## src/rtl/vec_csr_ctrl.sv

```systemverilog
// vec_csr_ctrl: vector CSR and configuration controller.
//
// Serves two kinds of requests through a single valid/ready handshake:
//   - CSR accesses (csrrw/rs/rc and their immediate forms) to vstart,
//     vxsat, vxrm, vcsr, vl, vtype and vlenb. The update lands on the
//     accept edge, and the response follows one cycle later.
//   - Configuration requests (vsetvli, vsetivli, vsetvl). These wait until
//     the vector pipeline drains (vec_idle), then commit vtype/vl/vlmax,
//     clear vstart and respond with the new vl.
//
// Ports:
//   clk, n_rst          clock, asynchronous active-low reset
//   req_valid/ready     request handshake (ready only while idle)
//   req_kind            00 CSR, 01 vsetvli, 10 vsetivli, 11 vsetvl
//   req_funct3          CSR operation encoding
//   req_csr_addr        CSR address
//   req_rs1_addr        rs1 index (uimm field for immediate forms)
//   req_rd_addr         rd index
//   req_src             rs1 value, AVL or zero-extended uimm
//   req_vtype           proposed vtype for configuration requests
//   vec_idle            vector pipeline empty
//   vxsat_set           saturation event from the datapath
//   resp_valid          one-cycle response strobe
//   resp_data           old CSR value or new vl
//   resp_illegal        request was illegal
//   vtype_o, vl_o, vstart_o, vlmax_o, sew_o, vxrm_o, vill_o
//                       current architectural state
module vec_csr_ctrl #(
    parameter int XLEN = 32,
    parameter int VLEN = 512,
    parameter int ELEN = 64
) (
    input  logic            clk,
    input  logic            n_rst,
    input  logic            req_valid,
    output logic            req_ready,
    input  logic [1:0]      req_kind,
    input  logic [2:0]      req_funct3,
    input  logic [11:0]     req_csr_addr,
    input  logic [4:0]      req_rs1_addr,
    input  logic [4:0]      req_rd_addr,
    input  logic [XLEN-1:0] req_src,
    input  logic [XLEN-1:0] req_vtype,
    input  logic            vec_idle,
    input  logic            vxsat_set,
    output logic            resp_valid,
    output logic [XLEN-1:0] resp_data,
    output logic            resp_illegal,
    output logic [XLEN-1:0] vtype_o,
    output logic [XLEN-1:0] vl_o,
    output logic [XLEN-1:0] vstart_o,
    output logic [XLEN-1:0] vlmax_o,
    output logic [6:0]      sew_o,
    output logic [1:0]      vxrm_o,
    output logic            vill_o
);

    localparam int VSTART_W = $clog2(VLEN);
    localparam int ELEN_LOG = $clog2(ELEN);

    localparam logic [XLEN-1:0] VLEN_X     = XLEN'(VLEN);
    localparam logic [XLEN-1:0] VLENB_X    = XLEN'(VLEN / 8);
    localparam logic [XLEN-1:0] VILL_VTYPE = {1'b1, {(XLEN-1){1'b0}}};

    localparam logic [11:0] CSR_VSTART = 12'h008;
    localparam logic [11:0] CSR_VXSAT  = 12'h009;
    localparam logic [11:0] CSR_VXRM   = 12'h00A;
    localparam logic [11:0] CSR_VCSR   = 12'h00F;
    localparam logic [11:0] CSR_VL     = 12'hC20;
    localparam logic [11:0] CSR_VTYPE  = 12'hC21;
    localparam logic [11:0] CSR_VLENB  = 12'hC22;

    typedef enum logic [1:0] {
        ST_IDLE      = 2'd0,
        ST_WAIT_IDLE = 2'd1,
        ST_RESP      = 2'd2
    } state_e;

    state_e state_q, state_d;

    logic [XLEN-1:0]     vtype_q, vtype_d;
    logic [XLEN-1:0]     vl_q, vl_d;
    logic [XLEN-1:0]     vlmax_q, vlmax_d;
    logic [VSTART_W-1:0] vstart_q, vstart_d;
    logic [1:0]          vxrm_q, vxrm_d;
    logic                vxsat_q, vxsat_d;
    logic [XLEN-1:0]     resp_data_q, resp_data_d;
    logic                resp_illegal_q, resp_illegal_d;

    // Configuration request captured at accept; the request bus is free to
    // change while the pipeline drains.
    logic                pend_ivli_q, pend_ivli_d;
    logic                pend_rs1_zero_q, pend_rs1_zero_d;
    logic                pend_rd_zero_q, pend_rd_zero_d;
    logic [XLEN-1:0]     pend_src_q, pend_src_d;
    logic [XLEN-2:0]     pend_vtype_q, pend_vtype_d;

    logic accept_csr;
    logic accept_cfg;
    logic commit_cfg;

    // ------------------------------------------------------------------
    // FSM: state register
    // ------------------------------------------------------------------
    always_ff @(posedge clk or negedge n_rst) begin
        if (!n_rst) begin
            state_q <= ST_IDLE;
        end else begin
            state_q <= state_d;
        end
    end

    // ------------------------------------------------------------------
    // FSM: next state
    // ------------------------------------------------------------------
    always_comb begin
        state_d = state_q;
        case (state_q)
            ST_IDLE: begin
                if (accept_csr) begin
                    state_d = ST_RESP;
                end else if (accept_cfg) begin
                    state_d = ST_WAIT_IDLE;
                end
            end
            ST_WAIT_IDLE: begin
                if (vec_idle) begin
                    state_d = ST_RESP;
                end
            end
            ST_RESP: state_d = ST_IDLE;
            default: state_d = ST_IDLE;
        endcase
    end

    // ------------------------------------------------------------------
    // FSM: outputs
    // ------------------------------------------------------------------
    always_comb begin
        req_ready  = (state_q == ST_IDLE);
        resp_valid = (state_q == ST_RESP);
    end

    assign accept_csr = req_valid && req_ready && (req_kind == 2'b00);
    assign accept_cfg = req_valid && req_ready && (req_kind != 2'b00);
    assign commit_cfg = (state_q == ST_WAIT_IDLE) && vec_idle;

    // ------------------------------------------------------------------
    // CSR decode
    // ------------------------------------------------------------------
    logic            csr_known;
    logic            csr_ro;
    logic            csr_illegal;
    logic [XLEN-1:0] csr_old;
    logic [XLEN-1:0] csr_new;

    always_comb begin
        csr_known = 1'b1;
        csr_ro    = 1'b0;
        csr_old   = '0;
        case (req_csr_addr)
            CSR_VSTART: csr_old = XLEN'(vstart_q);
            CSR_VXSAT:  csr_old = XLEN'(vxsat_q);
            CSR_VXRM:   csr_old = XLEN'(vxrm_q);
            CSR_VCSR:   csr_old = XLEN'({vxrm_q, vxsat_q});
            CSR_VL: begin
                csr_ro  = 1'b1;
                csr_old = vl_q;
            end
            CSR_VTYPE: begin
                csr_ro  = 1'b1;
                csr_old = vtype_q;
            end
            CSR_VLENB: begin
                csr_ro  = 1'b1;
                csr_old = VLENB_X;
            end
            default: csr_known = 1'b0;
        endcase

        // Set/clear forms of read-only CSRs are plain reads when rs1 is x0;
        // any other attempt to modify them is rejected.
        csr_illegal = !csr_known
                   || (req_funct3 == 3'b000) || (req_funct3 == 3'b100)
                   || (csr_ro && ((req_funct3[1:0] == 2'b01)
                                  || (req_rs1_addr != 5'd0)));

        case (req_funct3[1:0])
            2'b01:   csr_new = req_src;
            2'b10:   csr_new = csr_old | req_src;
            2'b11:   csr_new = csr_old & ~req_src;
            default: csr_new = csr_old;
        endcase
    end

    // ------------------------------------------------------------------
    // vtype legality, VLMAX and new vl for the pending config request.
    // Everything is worked in log2 so VLMAX needs only shifts.
    // ------------------------------------------------------------------
    logic [2:0]      cfg_vlmul;
    logic [2:0]      cfg_vsew;
    logic            cfg_frac;
    logic [4:0]      cfg_lsew;
    logic [4:0]      cfg_frac_sh;
    logic            cfg_ill;
    logic [XLEN-1:0] cfg_base;
    logic [XLEN-1:0] cfg_vlmax;
    logic [XLEN-1:0] cfg_vl;
    logic [XLEN-1:0] cfg_vtype;

    always_comb begin
        cfg_vlmul   = pend_vtype_q[2:0];
        cfg_vsew    = pend_vtype_q[5:3];
        cfg_frac    = cfg_vlmul[2];
        cfg_lsew    = {2'b00, cfg_vsew} + 5'd3;
        // 101 -> 3, 110 -> 2, 111 -> 1: log2 of the LMUL divisor
        cfg_frac_sh = 5'd8 - {2'b00, cfg_vlmul};

        cfg_ill = (cfg_vlmul == 3'b100)
               || (cfg_vsew > 3'd3)
               || (cfg_lsew > 5'(ELEN_LOG))
               || (cfg_frac && ((cfg_lsew + cfg_frac_sh) > 5'(ELEN_LOG)))
               || (|pend_vtype_q[XLEN-2:8]);

        cfg_base = VLEN_X >> cfg_lsew;
        if (cfg_ill) begin
            cfg_vlmax = '0;
        end else if (cfg_frac) begin
            cfg_vlmax = cfg_base >> cfg_frac_sh;
        end else begin
            cfg_vlmax = cfg_base << cfg_vlmul[1:0];
        end

        if (cfg_ill) begin
            cfg_vl = '0;
        end else if (pend_ivli_q || !pend_rs1_zero_q) begin
            cfg_vl = (pend_src_q < cfg_vlmax) ? pend_src_q : cfg_vlmax;
        end else if (!pend_rd_zero_q) begin
            cfg_vl = cfg_vlmax;
        end else begin
            cfg_vl = (vl_q < cfg_vlmax) ? vl_q : cfg_vlmax;
        end

        cfg_vtype = cfg_ill ? VILL_VTYPE : XLEN'(pend_vtype_q[7:0]);
    end

    // ------------------------------------------------------------------
    // Architectural state and response next values
    // ------------------------------------------------------------------
    always_comb begin
        vtype_d         = vtype_q;
        vl_d            = vl_q;
        vlmax_d         = vlmax_q;
        vstart_d        = vstart_q;
        vxrm_d          = vxrm_q;
        // Saturation is sticky; an explicit CSR write below overrides it.
        vxsat_d         = vxsat_q | vxsat_set;
        resp_data_d     = resp_data_q;
        resp_illegal_d  = resp_illegal_q;
        pend_ivli_d     = pend_ivli_q;
        pend_rs1_zero_d = pend_rs1_zero_q;
        pend_rd_zero_d  = pend_rd_zero_q;
        pend_src_d      = pend_src_q;
        pend_vtype_d    = pend_vtype_q;

        if (accept_cfg) begin
            pend_ivli_d     = (req_kind == 2'b10);
            pend_rs1_zero_d = (req_rs1_addr == 5'd0);
            pend_rd_zero_d  = (req_rd_addr == 5'd0);
            pend_src_d      = req_src;
            pend_vtype_d    = req_vtype[XLEN-2:0];
        end

        if (accept_csr) begin
            resp_illegal_d = csr_illegal;
            resp_data_d    = csr_illegal ? '0 : csr_old;
            if (!csr_illegal) begin
                case (req_csr_addr)
                    CSR_VSTART: vstart_d = csr_new[VSTART_W-1:0];
                    CSR_VXSAT:  vxsat_d  = csr_new[0];
                    CSR_VXRM:   vxrm_d   = csr_new[1:0];
                    CSR_VCSR: begin
                        vxrm_d  = csr_new[2:1];
                        vxsat_d = csr_new[0];
                    end
                    default: ;
                endcase
            end
        end

        if (commit_cfg) begin
            vtype_d        = cfg_vtype;
            vl_d           = cfg_vl;
            vlmax_d        = cfg_vlmax;
            vstart_d       = '0;
            resp_data_d    = cfg_vl;
            resp_illegal_d = 1'b0;
        end
    end

    always_ff @(posedge clk or negedge n_rst) begin
        if (!n_rst) begin
            vtype_q         <= VILL_VTYPE;
            vl_q            <= '0;
            vlmax_q         <= '0;
            vstart_q        <= '0;
            vxrm_q          <= '0;
            vxsat_q         <= 1'b0;
            resp_data_q     <= '0;
            resp_illegal_q  <= 1'b0;
            pend_ivli_q     <= 1'b0;
            pend_rs1_zero_q <= 1'b0;
            pend_rd_zero_q  <= 1'b0;
            pend_src_q      <= '0;
            pend_vtype_q    <= '0;
        end else begin
            vtype_q         <= vtype_d;
            vl_q            <= vl_d;
            vlmax_q         <= vlmax_d;
            vstart_q        <= vstart_d;
            vxrm_q          <= vxrm_d;
            vxsat_q         <= vxsat_d;
            resp_data_q     <= resp_data_d;
            resp_illegal_q  <= resp_illegal_d;
            pend_ivli_q     <= pend_ivli_d;
            pend_rs1_zero_q <= pend_rs1_zero_d;
            pend_rd_zero_q  <= pend_rd_zero_d;
            pend_src_q      <= pend_src_d;
            pend_vtype_q    <= pend_vtype_d;
        end
    end

    assign resp_data    = resp_data_q;
    assign resp_illegal = resp_illegal_q;
    assign vtype_o      = vtype_q;
    assign vl_o         = vl_q;
    assign vstart_o     = XLEN'(vstart_q);
    assign vlmax_o      = vlmax_q;
    // vtype_q only ever holds a legal vsew (0..3) or the all-zero vill form.
    assign sew_o        = 7'd8 << vtype_q[4:3];
    assign vxrm_o       = vxrm_q;
    assign vill_o       = vtype_q[XLEN-1];

endmodule

```

## config.mk

```make
export PLATFORM = sky130hd
export DESIGN_NAME = vec_csr_ctrl
export DESIGN_NICKNAME = d
export VERILOG_FILES = /design/src/rtl/vec_csr_ctrl.sv
export SDC_FILE = /design/constraint.sdc
export NUM_CORES = 1
export LEC_CHECK = 0
export BUFFER_PORTS_ARGS = -buffer_cell sky130_fd_sc_hd__buf_2
export CORE_ASPECT_RATIO = 1.5
export CORE_MARGIN = 1
export CORE_UTILIZATION = 45
export DETAILED_ROUTE_END_ITERATION = 8
export PLACE_DENSITY_LB_ADDON = 0.1
export SLEW_MARGIN = 20
export SYNTH_ARGS = -nofsm -noshare
export SYNTH_HDL_FRONTEND = slang
export SYNTH_SLANG_ARGS = --single-unit
```

## constraint.sdc

```tcl
create_clock -name clk -period 5.5 [get_ports clk]
set_input_delay 0.275 -clock clk [delete_from_list [all_inputs] [get_ports clk]]
set_output_delay 0.275 -clock clk [all_outputs]
set_load 0.005 [all_outputs]
```

## Word level (Yosys, flattened, before mapping)

Index checks and enable logic that the tools add are counted.

| cells by class | value |
|---|---|
| add/subtract/negate cells | 3 |
| equality and inequality tests | 18 |
| mux-type cells | 29 |
| order comparisons | 5 |
| bitwise operators | 5 |
| shift-type cells | 4 |
| reduce and logical (&&, ||, !) cells | 34 |

Operator list:

| kind | count |
|---|---|
| $mux 32 | 11 |
| $pmux 32 s7 | 1 |
| $lt 32x32->1 | 2 |
| $eq 12x4->1 const B | 4 |
| $eq 12x12->1 const B | 3 |
| $mux 9 | 4 |
| $shl 32x2->32 | 1 |
| $shr 10x4->32 const A | 1 |
| $shr 32x5->32 | 1 |
| $pmux 9 s3 | 1 |
| $reduce_or 23->1 | 1 |
| $logic_not 5->1 | 2 |
| $and 9x9->9 | 1 |
| $logic_or 1x1->1 | 9 |
| $not 9->9 | 1 |
| $or 9x9->9 | 1 |
| $eq 2x2->1 const B | 4 |
| $pmux 2 s2 | 2 |
| $reduce_bool 2->1 | 4 |
| $mux 1 | 7 |
| $reduce_or 7->1 | 1 |
| $shl 4x2->7 const A | 1 |
| $eq 3x3->1 const B | 2 |
| $logic_and 1x1->1 | 6 |
| other kinds (20) | 27 |

| storage, ports and cells | value |
|---|---|
| flip-flop bits (word level) | 209 |

## Longest topological paths before layout

Gate-level depths: netlist of the first run.

| logic depth | value |
|---|---|
| depth after elaboration | 13 |
| gate-level depth with buffers | 24 |
| depth with buffers taken out | 19 |

## Worst setup path after synthesis of the first run

OpenSTA, ideal clock, no wires.

| timing path | value |
|---|---|
| path type | register to register |
| start point | register pend_vtype_q[0] |
| end point | register resp_data_q[7] (netlist: resp_data[7]) |
| data arrival time | 5.063 ns |
| data required time | 5.369 ns |
| cell stages (with the launch flop) | 25 |
| setup slack | 0.306 ns |
| buffers on the path | 5 |
| cells stage by stage | dfrtp_1 clkbuf_1 clkbuf_1 inv_1 ha_1 ha_1 clkbuf_1 inv_1 ha_1 xor2_1 nor3b_1 o41ai_2 nand2_1 clkbuf_1 a21oi_1 inv_1 ha_1 a21o_1 a21o_1 a221oi_1 nand3_1 o21a_1 buf_4 o221ai_1 o31ai_1 |

| between the ends | value |
|---|---|
| cells in the longest elaborated chain, start to end | 13 |

RTL lines:

| what | RTL line | text |
|---|---|---|
| start, declared | 96 | `logic [XLEN-2:0] pend_vtype_q, pend_vtype_d;` |
| start signal, assigned | 329 | `pend_vtype_q <= pend_vtype_d;` |
| $sub 4x3->5 | 217 | `cfg_frac_sh = 5'd8 - {2'b00, cfg_vlmul};` |
| $add 4x5->5 | 222 | `\|\| (cfg_frac && ((cfg_lsew + cfg_frac_sh) > 5'(ELEN_LOG)))` |
| $gt 5x3->1 | 222 |  |
| $logic_and 1x1->1 | 222 |  |
| $logic_or 1x1->1 | 222 |  |
| $logic_or 1x1->1 | 223 | `\|\| (\|pend_vtype_q[XLEN-2:8]);` |
| $mux 32 | 226 | `if (cfg_ill) begin` |
| $lt 32x32->1 | 241 | `cfg_vl = (vl_q < cfg_vlmax) ? vl_q : cfg_vlmax;` |
| $mux 32 | 241 |  |
| $mux 32 | 238 | `end else if (!pend_rd_zero_q) begin` |
| $mux 32 | 236 | `end else if (pend_ivli_q \|\| !pend_rs1_zero_q) begin` |
| $mux 32 * | 234 | `if (cfg_ill) begin` |
| $mux 32 * | 291 | `if (commit_cfg) begin` |
| end signal, assigned | 323 | `resp_data_q <= resp_data_d;` |
| end, declared | 87 | `logic [XLEN-1:0] resp_data_q, resp_data_d;` |

Every way passes the cells marked *; elsewhere a longest branch is shown, timed or not.
A chain may end at the register's enable or synchronous reset.

## Worst setup path after layout of the first run

| timing path | value |
|---|---|
| start point | register pend_vtype_q[3] |
| end point | register vl_q[3] (netlist: vl_o[3]) |

| between the ends | value |
|---|---|
| cells in the longest elaborated chain, start to end | 12 |

RTL lines:

| what | RTL line | text |
|---|---|---|
| $add 3x2->4 | 215 | `cfg_lsew = {2'b00, cfg_vsew} + 5'd3;` |
| $add 4x5->5 | 222 |  |
| $gt 5x3->1 | 222 |  |
| $logic_and 1x1->1 | 222 |  |
| $logic_or 1x1->1 | 222 |  |
| $logic_or 1x1->1 | 223 |  |
| $mux 32 | 226 |  |
| $lt 32x32->1 | 241 |  |
| $mux 32 | 241 |  |
| $mux 32 | 238 |  |
| $mux 32 | 236 |  |
| $mux 32 * | 234 |  |
| end signal, assigned | 318 | `vl_q <= vl_d;` |
| end, declared | 82 | `logic [XLEN-1:0] vl_q, vl_d;` |

Marks and branches as above.

==> metrics.md, run 1 <==
| Metric | Value |
|---|---|
| Crit path required time | between 5 and 6 ns |
| Post-DP HPWL | 17,300 um |
| Largest net degree at the start of global routing | 106 |
| Flop-to-flop setup slack | 0.83 ns |
| WP data arrival | 4.98 ns |
| Yosys top cell area share | 0.463 |
| Root Driver | clkbuf_16 |
| Final Hold Vio Count | about 50 |
| Worst-Margin Slew | 0.957 ns |
| Residual DRC count | 0 |
| Post-cts repair resize count | 0 |
| Antenna cell count | 0 |
| H-Tree Depth | 4 |
| CP cell instances | inv_1, ha_1, fa_1, xor2_1, nor3b_1, o41ai_2, buf_4, and2_1, nand2_1, ha_1, a21o_1, a21o_1, a221oi_1, buf_4, nand3_1, o21a_1, buf_4, o221ai_1, o21ai_0 |
| # rows | 62 |
| Status | finished with violations |
| Fin cells | ~1,300 |
| Tmin final | about 4.7 ns |
| RePlAce Congestion | between 0.8 and 0.9 |
| Worst VDD drop | 243 uV |
| Post-DRT Antenna Nets | 0 |
| Initial Utilization | 0.460 |
| Logic gate share of total power | 0.291 |
| Clk slew on worst S/H paths | roughly 0.070 ns |
| Via-per-instance ratio | between 5 and 6 |
| Syn Area/Cell | 10.7 sq um |
| Area Growth Syn to Fin | 18.5% |
| Leakage | approximately 5 nW |
| Most common cell on crit path | buf_4 |
| Failing checks | negative hold slack |
| First-pass GRT wire length | 36,200 um |
| CTS tree | done |
| Detailed Route WL | between 20,000 and 25,000 um |
| Max_slew headroom | 0.362 |
| Main area contributors after synthesis | dfrtp_1 46%, mux2_2 8.4%, buf_4 6.4% |
| Hold Buf Count CTS | 0 |
| Max-cap check violation count | 0 |
| Ratio of cells with drive above 1 in the final layout | 0.327 |
| Io pins | about 270 |
| DIE HEIGHT | 173 um |
| Worst r2r src | pend_vtype_q[3] |
| Max stage delay cell, worst path | fa_1 |
| Cell Int Power | 0.00261 W |
| Dominant synthesized flop cell | dfrtp_1 |
| Worst min path class | input port to asynchronous set/reset pin |
| Placed insts | 1,250 |
| Pre-Repair DR Iteration Count | 5 |
| Yosys warning count | 0 |
| Count of input and output buffers | 195 |
| Worst path max stage delay | 0.47 ns |
| CP endpoint kind | flip-flop |
| Tot GR Track Use | 0.236 |
| NetSw | about 0.0013 W |
| Fmax | 0.214 GHz |
| CP Launch Type | flip-flop |
| Period utilization | 0.849 |
| Switching Fraction | 0.325 |
| Post-synthesis register bit count | about 160 |
| Routed WL per cell | roughly 18 um |
| Number of synthesized flops with an enable pin | 0 |
| Critical-path maximum fanout | 12 |
| Clk network pwr share | 0.309 |
| Global route total overflow | 0 |
| Initial antenna violation count | 0 |
| Post-CTS setup buffer count | 0 |
| Yosys top cell by area | dfrtp_1 |
| Sequential share of power | 0.400 |
| Num Clock Sinks | 164 |
| RSZ-0062 raised after global routing | no |
| Post-synthesis instance total | 820 |
| Vias in the first global route | 6,784 |
| Worst r2r dst | vl_o[3] |
| Final Max Slew Viols | 0 |
| Final setup fails | 0 |
| Family with the most delay on the worst path | compound AO/OA/AOI/OAI gates |
| Die W | 116 um |
| Via count | 6,932 |
| Buffers & Inverters on Critical Path | 4 |
| Power per standard cell area | ~370 mW/mm^2 |
| Die area | 0.0202 sq mm |
| Final hold slack | -0.0219 ns |
| Clock skew | roughly 0.0086 ns |
| Maximum clock insertion buffer count | 2 |
| Post-synth ARST share | 1.00 |
| WS Path Type | flip-flop to flip-flop |
| Mapped cell area | 0.00881 sq mm |
| Final net count | 1,139 |
| Register area share after synthesis | 0.466 |
| Setup TNS | 0 ns |
| Worst-Skew Late Latency | 0.43 ns |
| Netlist cell types | 77 |
| Initial DRC count | 422 |
| Inserted Clock Buffers | 17 |
| Core area | 0.0192 sq mm |
| R2R depth | 19 |
## synth_stat cells (4+ instances only)
cell type and number:
dfrtp_1 163, buf_4 75, mux2_2 66, nand2_1 60, nor2_1 37, o21ai_0 32, clkbuf_1 31, and2_1 29
ha_1 29, a22o_1 25, a21oi_1 18, nand3_1 18, nor4_1 17, inv_1 13, xnor2_1 12, a22oi_1 11
o221ai_1 11, a21o_1 10, a221oi_1 10, nor2b_1 10, o21ai_1 10, and3_1 9, o31ai_1 9, a211oi_1 8
nor3_1 8, nand4_1 7, a31o_1 6, a32o_1 5, buf_2 5, a222oi_1 4
## worst max-delay path by stage
stage                          startpoint  depth (start not counted)      endpoint  slack (ns)
after floorplan           pend_vtype_q[0]                         24  resp_data[7]        0.31
after global placement    pend_vtype_q[3]                         19       vl_o[1]        0.86
after CTS                 pend_vtype_q[3]                         18       vl_o[0]        0.80
after global routing      pend_vtype_q[3]                         19       vl_o[6]        0.47
final                     pend_vtype_q[3]                         19       vl_o[3]        0.83
after detailed placement  pend_vtype_q[3]                         18       vl_o[0]        0.81
## worst reg2reg max path: stages, from the launching register on
cell,delay [ns]
dfrtp_1,0.41
inv_1,0.14
ha_1,0.38
fa_1,0.47
xor2_1,0.16
nor3b_1,0.08
o41ai_2,0.34
buf_4,0.21
and2_1,0.21
nand2_1,0.16
ha_1,0.32
a21o_1,0.18
a21o_1,0.17
a221oi_1,0.29
buf_4,0.17
nand3_1,0.09
o21a_1,0.23
buf_4,0.19
o221ai_1,0.25
o21ai_0,0.11
## placed cells by master (no fill, tap or decap), types with 4 or more instances in the layout
cell       synthesis  routed
mux2_2            66      66
nand2_1           60      60
a32o_1             5       5
xnor2_1           12      12
a211oi_1           8       8
a21o_1            10      10
o21ai_0           32      32
o21ai_1           10       9
and3_1             9       9
a221oi_1          10      10
buf_4             75      22
clkbuf_16          0      17
conb_1             1      71
a222oi_1           4       4
inv_6              0       4
a31o_1             6       6
nand4_1            7       7
a22oi_1           11      11
nor2b_1           10      10
o221ai_1          11      11
and2_1            29      29
nor4_1            17      17
a22o_1            25      25
nor2_1            37      36
o31ai_1            9       9
a21oi_1           18      18
buf_2              5     194
dfrtp_1          163     163
inv_1             13      13
nand3_1           18      18
nor3_1             8       8
ha_1              29      29
## per-layer routing
metal	track usage	share of wire	up-vias
li1	-	-	3273
met1	0.286	0.41	3398
met2	0.402	0.51	226
met3	0.0483	0.054	35
met4	0.0962	0.026	0
met5	0	0	-
## cells by family after synthesis
logic type | Yosys count | share of synthesized area
compound gates | 187 | 0.159
xor+xnor | 13 | 0.0129
fa+ha+maj | 30 | 0.0434
buf+inv | 127 | 0.0884
flops | 164 | 0.466
mux | 70 | 0.0890
other cells | 1 | 0.000425
simple gates | 228 | 0.141
## flip-flops by register name, indices dropped and copies added (netlist names)
name and flops:
pend_vtype_q 31, vxsat_q 1, pend_src_q 32, vxrm_o 2, pend_ivli_q 1, pend_rs1_zero_q 1, pend_rd_zero_q 1, vl_o 32
resp_illegal 1, vstart_q 9, resp_data 32, state_q 2, vtype_o 9, vlmax_o 10
## cell type report
type | count | area (sq um)
Clock buffer | 20 | 447
Clock inverter | 12 | 143
Fill cell | 1784 | 8720
Inverter | 13 | 48.8
Multi-Input combinational cell | 599 | 4210
Sequential cell | 164 | 4110
Tap cell | 256 | 320
Timing Repair Buffer | 218 | 1170
## power by group through the flow
stage	sequential [W]	clock, W	combinational, W
2_1_floorplan	0.00153	0	0.000841
3_3_place_gp	0.00157	0	0.00112
3_5_place_dp	0.00157	0	0.00114
4_1_cts	0.00155	0.00123	0.00114
5_1_grt	0.00157	0.00128	0.00126
6_report	0.00155	0.00120	0.00113
## metrics by stage
stage                     hold slack (ns)   util  area [sq um]  worst slack (ns)  total power, W
after CTS                         0.00515  0.545         10400             0.796         0.00391
after global placement              0.457  0.514          9850             0.860         0.00268
after global routing               0.0161  0.545         10400             0.468         0.00411
after detailed placement            0.462  0.514          9850             0.813         0.00271
after floorplan                   -0.0206      -          9080             0.306         0.00237
final                             -0.0219  0.545         10400             0.831         0.00387
Power figures use the tool's default switching activity.
==> run 2, diff against run 1 <==
==> constraint.sdc (replaced) <==
create_clock -name clk -period 4.7 [get_ports clk]
set_input_delay 0.235 -clock clk [delete_from_list [all_inputs] [get_ports clk]]
set_output_delay 0.235 -clock clk [all_outputs]
set_load 0.005 [all_outputs]
==> run 2 against run 1 <==
- the run now ends clean
- first-iteration DRC count shrank 6.4%
- combinational power rose by 22%
- sequential share of layout area down 0.51 points
- utilization rose by 0.71 points
- final cell count grew 0.94%
- via count rose by 0.71%
- critical path type unchanged
- critical path depth fell by 1
- highest routed layer unchanged
- sequential cell count stayed put
==> metrics.md, run 2 (same netlist as run 1, synthesis figures left out) <==
| Metric | Value |
|---|---|
| Status | finished clean |
| Cell Int Power | 0.00305 W |
| Max_slew headroom | 0.444 |
| Clock skew | roughly 0.012 ns |
| Switching Fraction | 0.329 |
| Leakage | around 5.1 nW |
| Root Driver | clkbuf_16 |
| Final hold slack | 0.0366 ns |
| Largest net degree at the start of global routing | 85 |
| Final setup fails | 0 |
| Final Hold Vio Count | 0 |
| Via count | 6,981 |
| Core area | about 0.019 sq mm |
| Via-per-instance ratio | ~5.4 |
| Logic gate share of total power | 0.304 |
| Global route total overflow | 0 |
| Commonest non-fill, non-tap cell in the layout | buf_2 |
| Detailed Route WL | 22,900 um |
| Post-DP HPWL | 17,400 um |
| Die area | 0.0202 sq mm |
| Tmin final | around 4.4 ns |
| Maximum clock insertion buffer count | 2 |
| Antenna cell count | 0 |
| Initial DRC count | 395 |
| NetSw | 0.00150 W |
| WP data arrival | 4.75 ns |
| Critical-path maximum fanout | 11 |
| CP endpoint kind | flip-flop |
| RSZ-0062 raised after global routing | no |
| Most frequent cells in the layout | 194 x buf_2, 163 x dfrtp_1, 71 x conb_1 |
| WS Path Type | flip-flop to flip-flop |
| Post-DRT Antenna Nets | 0 |
| Setup TNS | 0 ns |
| Period utilization | 0.946 |
| Initial Utilization | 0.460 |
| Count of input and output buffers | roughly 200 |
| Final net count | 1,151 |
| Inserted Clock Buffers | 17 |
| Vias in the first global route | 6,838 |
| CP Launch Type | flip-flop |
| Die W | 116 um |
| Sequential share of power | 0.397 |
| First-pass GRT wire length | 36,000 um |
| Final Max Slew Viols | 0 |
| Routed WL per cell | around 18 um |
| Worst-Margin Slew | approximately 0.83 ns |
| Tot GR Track Use | 0.233 |
| CTS tree | done |
| Fmax | about 0.22 GHz |
| H-Tree Depth | 4 |
| Initial antenna violation count | 0 |
| Residual DRC count | 0 |
| DIE HEIGHT | 173 um |
| Num Clock Sinks | roughly 160 |
| # rows | 62 |
| Power per standard cell area | ~430 mW/mm^2 |
| Ratio of cells with drive above 1 in the final layout | 0.338 |
| Io pins | 269 |
| Post-CTS setup buffer count | 0 |
| Worst min path class | input port to flip-flop |
| Max-cap check violation count | 0 |
| RePlAce Congestion | 0.919 |
| Worst VDD drop | 373 uV |
| Clk network pwr share | 0.299 |
| Crit path required time | 5.00 ns |
| Area Growth Syn to Fin | 20.0% |
| Pre-Repair DR Iteration Count | 5 |
| Worst-Skew Late Latency | 0.42 ns |
| Clk slew on worst S/H paths | 0.07 ns |
[run 2: changes by cell type in the layout (fill, tap and decap cells not counted), moves of 2 or more]
| cell | previous run | this run |
|---|---|---|
| buf_4 | 22 | 30 |
| clkinvlp_4 | 3 | 1 |
| a221oi_1 | 10 | 8 |
| inv_6 | 4 | 6 |
| dlygate4sd3_1 | 0 | 3 |
[run 2: stage by stage]
step | utilization | power (W) | setup WS [ns] | cell area (sq um) | instances
after floorplan | - | 0.00279 | 0.000488 | 9110 | 890
after global routing | 0.552 | 0.00483 | 0.00150 | 10600 | 1294
final | 0.552 | 0.00455 | 0.252 | 10600 | 1294
after CTS | 0.550 | 0.00458 | 0.111 | 10500 | 1294
after global placement | 0.518 | 0.00318 | 0.199 | 9930 | 1259
after detailed placement | 0.518 | 0.00320 | 0.136 | 9930 | 1259
[run 2: final timing paths]
kind / start / to / slack [ns] / cells past startpoint
max in group asynchronous: n_rst / vl_o[21] / 3.16 / 3
worst max-delay path: pend_vtype_q[3] / vl_o[1] / 0.25 / 18
worst min register to register: vlmax_o[0] / vlmax_o[0] / 0.48 / 2
worst max register to register: pend_vtype_q[3] / vl_o[1] / 0.25 / 18
min in group asynchronous: n_rst / vstart_q[2] / 0.42 / 2
worst min-delay path: req_vtype[0] / pend_vtype_q[0] / 0.04 / 2
[run 2: per-layer routing]
layer  vias to the layer above  track usage  routed length [um]
li1                       3287            -                   -
met2                       217        0.407               12100
met4                         0       0.0796                 476
met3                        28       0.0451                1220
met5                         -            0                   0
met1                      3449        0.281                9060
[run 2: cell type report]
class                           instances  area (sq um)
Multi-Input combinational cell        599          4260
Clock inverter                         13           139
Clock buffer                           19           433
Tap cell                              256           320
Inverter                               13          48.8
Timing Repair Buffer                  230          1270
Fill cell                            1834          8580
Sequential cell                       164          4110
[run 2: repair_timing]
action,CTS,global route
hold buffers,3,0
endpoints found under the hold margin,84,0
endpoints found under the setup margin,0,18
gates resized for setup,0,7
[run 2: power by group through the flow]
stage | clock, W | combinational (W) | sequential (W)
after floorplan | 0 | 0.00100 | 0.00179
after global placement | 0 | 0.00135 | 0.00183
after detailed placement | 0 | 0.00137 | 0.00183
after CTS | 0.00140 | 0.00137 | 0.00181
after global routing | 0.00145 | 0.00155 | 0.00184
final | 0.00136 | 0.00138 | 0.00181
[run 2: worst max-delay path, stage by stage (launching register included)]
cell and delay (ns):
dfrtp_1 0.37, inv_1 0.16, ha_1 0.30, fa_1 0.46, xor2_1 0.17, nor3b_1 0.08
o41ai_2 0.30, buf_4 0.19, and2_2 0.19, nand2_1 0.12, ha_1 0.31, a21o_1 0.15
a21o_1 0.20, a221oi_4 0.34, nand3_1 0.16, o211a_4 0.29, buf_12 0.14, o221ai_1 0.24
o21ai_0 0.13
==> run 3, diff against run 2 <==
--- a/config.mk
+++ b/config.mk
@@ -5,13 +5,14 @@
 export SDC_FILE = /design/constraint.sdc
 export NUM_CORES = 1
 export LEC_CHECK = 0
+export ABC_AREA = 1
 export BUFFER_PORTS_ARGS = -buffer_cell sky130_fd_sc_hd__buf_2
 export CORE_ASPECT_RATIO = 1.5
 export CORE_MARGIN = 1
 export CORE_UTILIZATION = 45
 export DETAILED_ROUTE_END_ITERATION = 8
 export PLACE_DENSITY_LB_ADDON = 0.1
-export SLEW_MARGIN = 20
+export SLEW_MARGIN = 10
 export SYNTH_ARGS = -nofsm -noshare
 export SYNTH_HDL_FRONTEND = slang
 export SYNTH_SLANG_ARGS = --single-unit
==> run 3 against run 2 <==
- utilization shrank 0.47 points
- clock power is essentially flat
- clock skew shrank 0.00054 ns
- area after synthesis grew 7.2%
- non-clock buffer count grew 6
- via count grew 22%
- sequential cell count is the same
- synthesized cell count grew 49%
- wire length grew 14%
- largest power group unchanged
==> metrics.md, run 3 <==
| Metric | Value |
|---|---|
| CP endpoint kind | flip-flop |
| Via-per-instance ratio | a little under 5 |
| Post-cts repair resize count | 0 |
| Worst-Skew Late Latency | 0.44 ns |
| Core area | 0.0205 sq mm |
| Largest net degree at the start of global routing | 91 |
| Detailed Route WL | between 20,000 and 30,000 um |
| Tot GR Track Use | 0.253 |
| Inserted Clock Buffers | 17 |
| Mapped cell area | 0.00945 sq mm |
| Register area share after synthesis | 0.434 |
| Most frequent cell after synthesis | nand2_1 |
| Status | finished clean |
| Max-cap check violation count | 0 |
| Final setup fails | 0 |
| Most frequent cells in the layout | 329 x nand2_1, 194 x buf_2, 163 x dfrtp_1 |
| Routed WL per cell | between 15 and 20 um |
| Vias in the first global route | 8,327 |
| H-Tree Depth | 4 |
| Max stage delay cell, worst path | ha_1 |
| # rows | 64 |
| Clk slew on worst S/H paths | 0.07 ns |
| CP Launch Type | flip-flop |
| Die area | 0.0216 sq mm |
| Cell Int Power | ~0.0032 W |
| Initial Utilization | 0.461 |
| Syn Area/Cell | 7.74 sq um |
| Root Driver | clkbuf_16 |
| Fmax | approximately 0.24 GHz |
| Count of input and output buffers | 195 |
| WS Path Type | flip-flop to flip-flop |
| Clk network pwr share | 0.272 |
| Sequential share of power | 0.387 |
| Global route total overflow | 0 |
| Crit path required time | ~5.0 ns |
| Post-CTS setup buffer count | 0 |
| Switching Fraction | 0.374 |
| Period utilization | 0.891 |
| Post-DRT Antenna Nets | 0 |
| Netlist cell types | 55 |
| Setup TNS | 0 ns |
| Maximum clock insertion buffer count | 2 |
| Yosys top cell area share | 0.432 |
| Worst VDD drop | 261 uV |
| First-pass GRT wire length | 42,700 um |
| Io pins | 269 |
| RSZ-0062 raised after global routing | no |
| NetSw | 0.00190 W |
| Post-synthesis instance total | around 1,200 |
| Most common library cells after synthesis | 330 x nand2_1, 163 x dfrtp_1, 144 x inv_1 |
| Die W | approximately 120 um |
| Fillcell total | 2,112 |
| Worst path max stage delay | 0.38 ns |
| Antenna cell count | 0 |
| Final Hold Vio Count | 0 |
| Placed Area | 0.0104 sq mm |
| Leakage | 6.05 nW |
| Logic gate share of total power | 0.342 |
| Commonest non-fill, non-tap cell in the layout | nand2_1 |
| Final net count | approximately 1,600 |
| Max_slew headroom | 0.426 |
| Clock skew | approximately 0.011 ns |
| RePlAce Congestion | 0.934 |
| Hold Buf Count CTS | 27 |
| Yosys warning count | 0 |
| Power per standard cell area | 453 mW/mm^2 |
| Pre-Repair DR Iteration Count | 5 |
| Num Clock Sinks | around 160 |
| Main area contributors after synthesis | dfrtp_1 43%, nand2_1 13%, buf_4 6.0% |
| Family with the most delay on the worst path | simple AND/OR/NAND/NOR gates |
| WP data arrival | 4.48 ns |
| Critical-path maximum fanout | 13 |
| Post-DP HPWL | a little under 20,000 um |
| Area Growth Syn to Fin | 18.7% |
| Total Power | 0.00508 W |
| Final Instance Area | 0.0112 sq mm |
| Worst-Margin Slew | 0.857 ns |
| Post-synth ARST share | 1.00 |
| Ratio of cells with drive above 1 in the final layout | 0.202 |
| Final Max Slew Viols | 0 |
| Residual DRC count | 0 |
| Via count | roughly 8,500 |
| Dominant synthesized flop cell | dfrtp_1 |
| Initial DRC count | about 510 |
| DIE HEIGHT | 179 um |
| Post-synthesis register bit count | 164 |
| Initial antenna violation count | 0 |
| Number of synthesized flops with an enable pin | 0 |
| Buffers & Inverters on Critical Path | 4 |
| Tmin final | 4.19 ns |
| Worst min path class | input port to flip-flop |
| CTS tree | done |
| Yosys top cell by area | dfrtp_1 |
run 3: area by class of cell:
cell class	instances	area (sq um)	area share
clock buffers	20	457	0.0407
clock inverters	12	120	0.0107
inverters	154	581	0.0517
multi-input cells	864	4270	0.381
flip-flops and latches	164	4110	0.366
well taps	264	330	0.0294
repair buffers	236	1360	0.121
run 3: logic make-up after synthesis:
logic type / synth area share
compound gates: 0.113
fa+ha+maj: 0.0405
buf+inv: 0.144
flops: 0.434
other cells: 0.000397
simple gates: 0.269
run 3: power by group through the flow:
stage                     sequential [W]  combinational [W]  clock, W
after floorplan                  0.00197            0.00122         0
after global placement           0.00198            0.00170         0
after detailed placement         0.00199            0.00173         0
after CTS                        0.00196            0.00175   0.00141
after global routing             0.00201            0.00200   0.00147
final                            0.00196            0.00174   0.00138
run 3: metal layers:
layer / global-route usage / vias up / wire (um)
met5: 0 / - / 0
met4: 0.120 / 0 / 992
met3: 0.0470 / 60 / 1180
met2: 0.434 / 265 / 13100
met1: 0.303 / 3939 / 10800
li1: - / 4222 / -
run 3: path summary, 6_finish.rpt:
| check | endpoint | slack [ns] | cells after the start | from |
|---|---|---|---|---|
| worst min-delay path | pend_vtype_q[25] | 0.009 | 3 | req_vtype[25] |
| min in group asynchronous | vtype_o[1] | 0.43 | 2 | n_rst |
| worst min register to register | pend_src_q[22] | 0.47 | 2 | pend_src_q[22] |
| worst max register to register | vl_o[1] | 0.51 | 25 | pend_vtype_q[0] |
| max in group asynchronous | resp_data[9] | 3.17 | 3 | n_rst |
| worst max-delay path | vl_o[1] | 0.51 | 25 | pend_vtype_q[0] |
run 3: worst min-delay path, stage by stage:
cell and delay (ns):
buf_2 0.07, nand2_1 0.04, o21ai_0 0.05
run 3: metrics by stage:
step | hold slack [ns] | setup WS, ns | util | instances
floorplan | -0.0606 | 0.707 | - | 1291
global placement | 0.362 | 0.600 | 0.506 | 1655
detailed placement | 0.364 | 0.580 | 0.506 | 1655
CTS | 0.0000493 | 0.560 | 0.547 | 1714
global route | 0.00604 | 0.105 | 0.547 | 1714
finish | 0.00879 | 0.513 | 0.547 | 1714
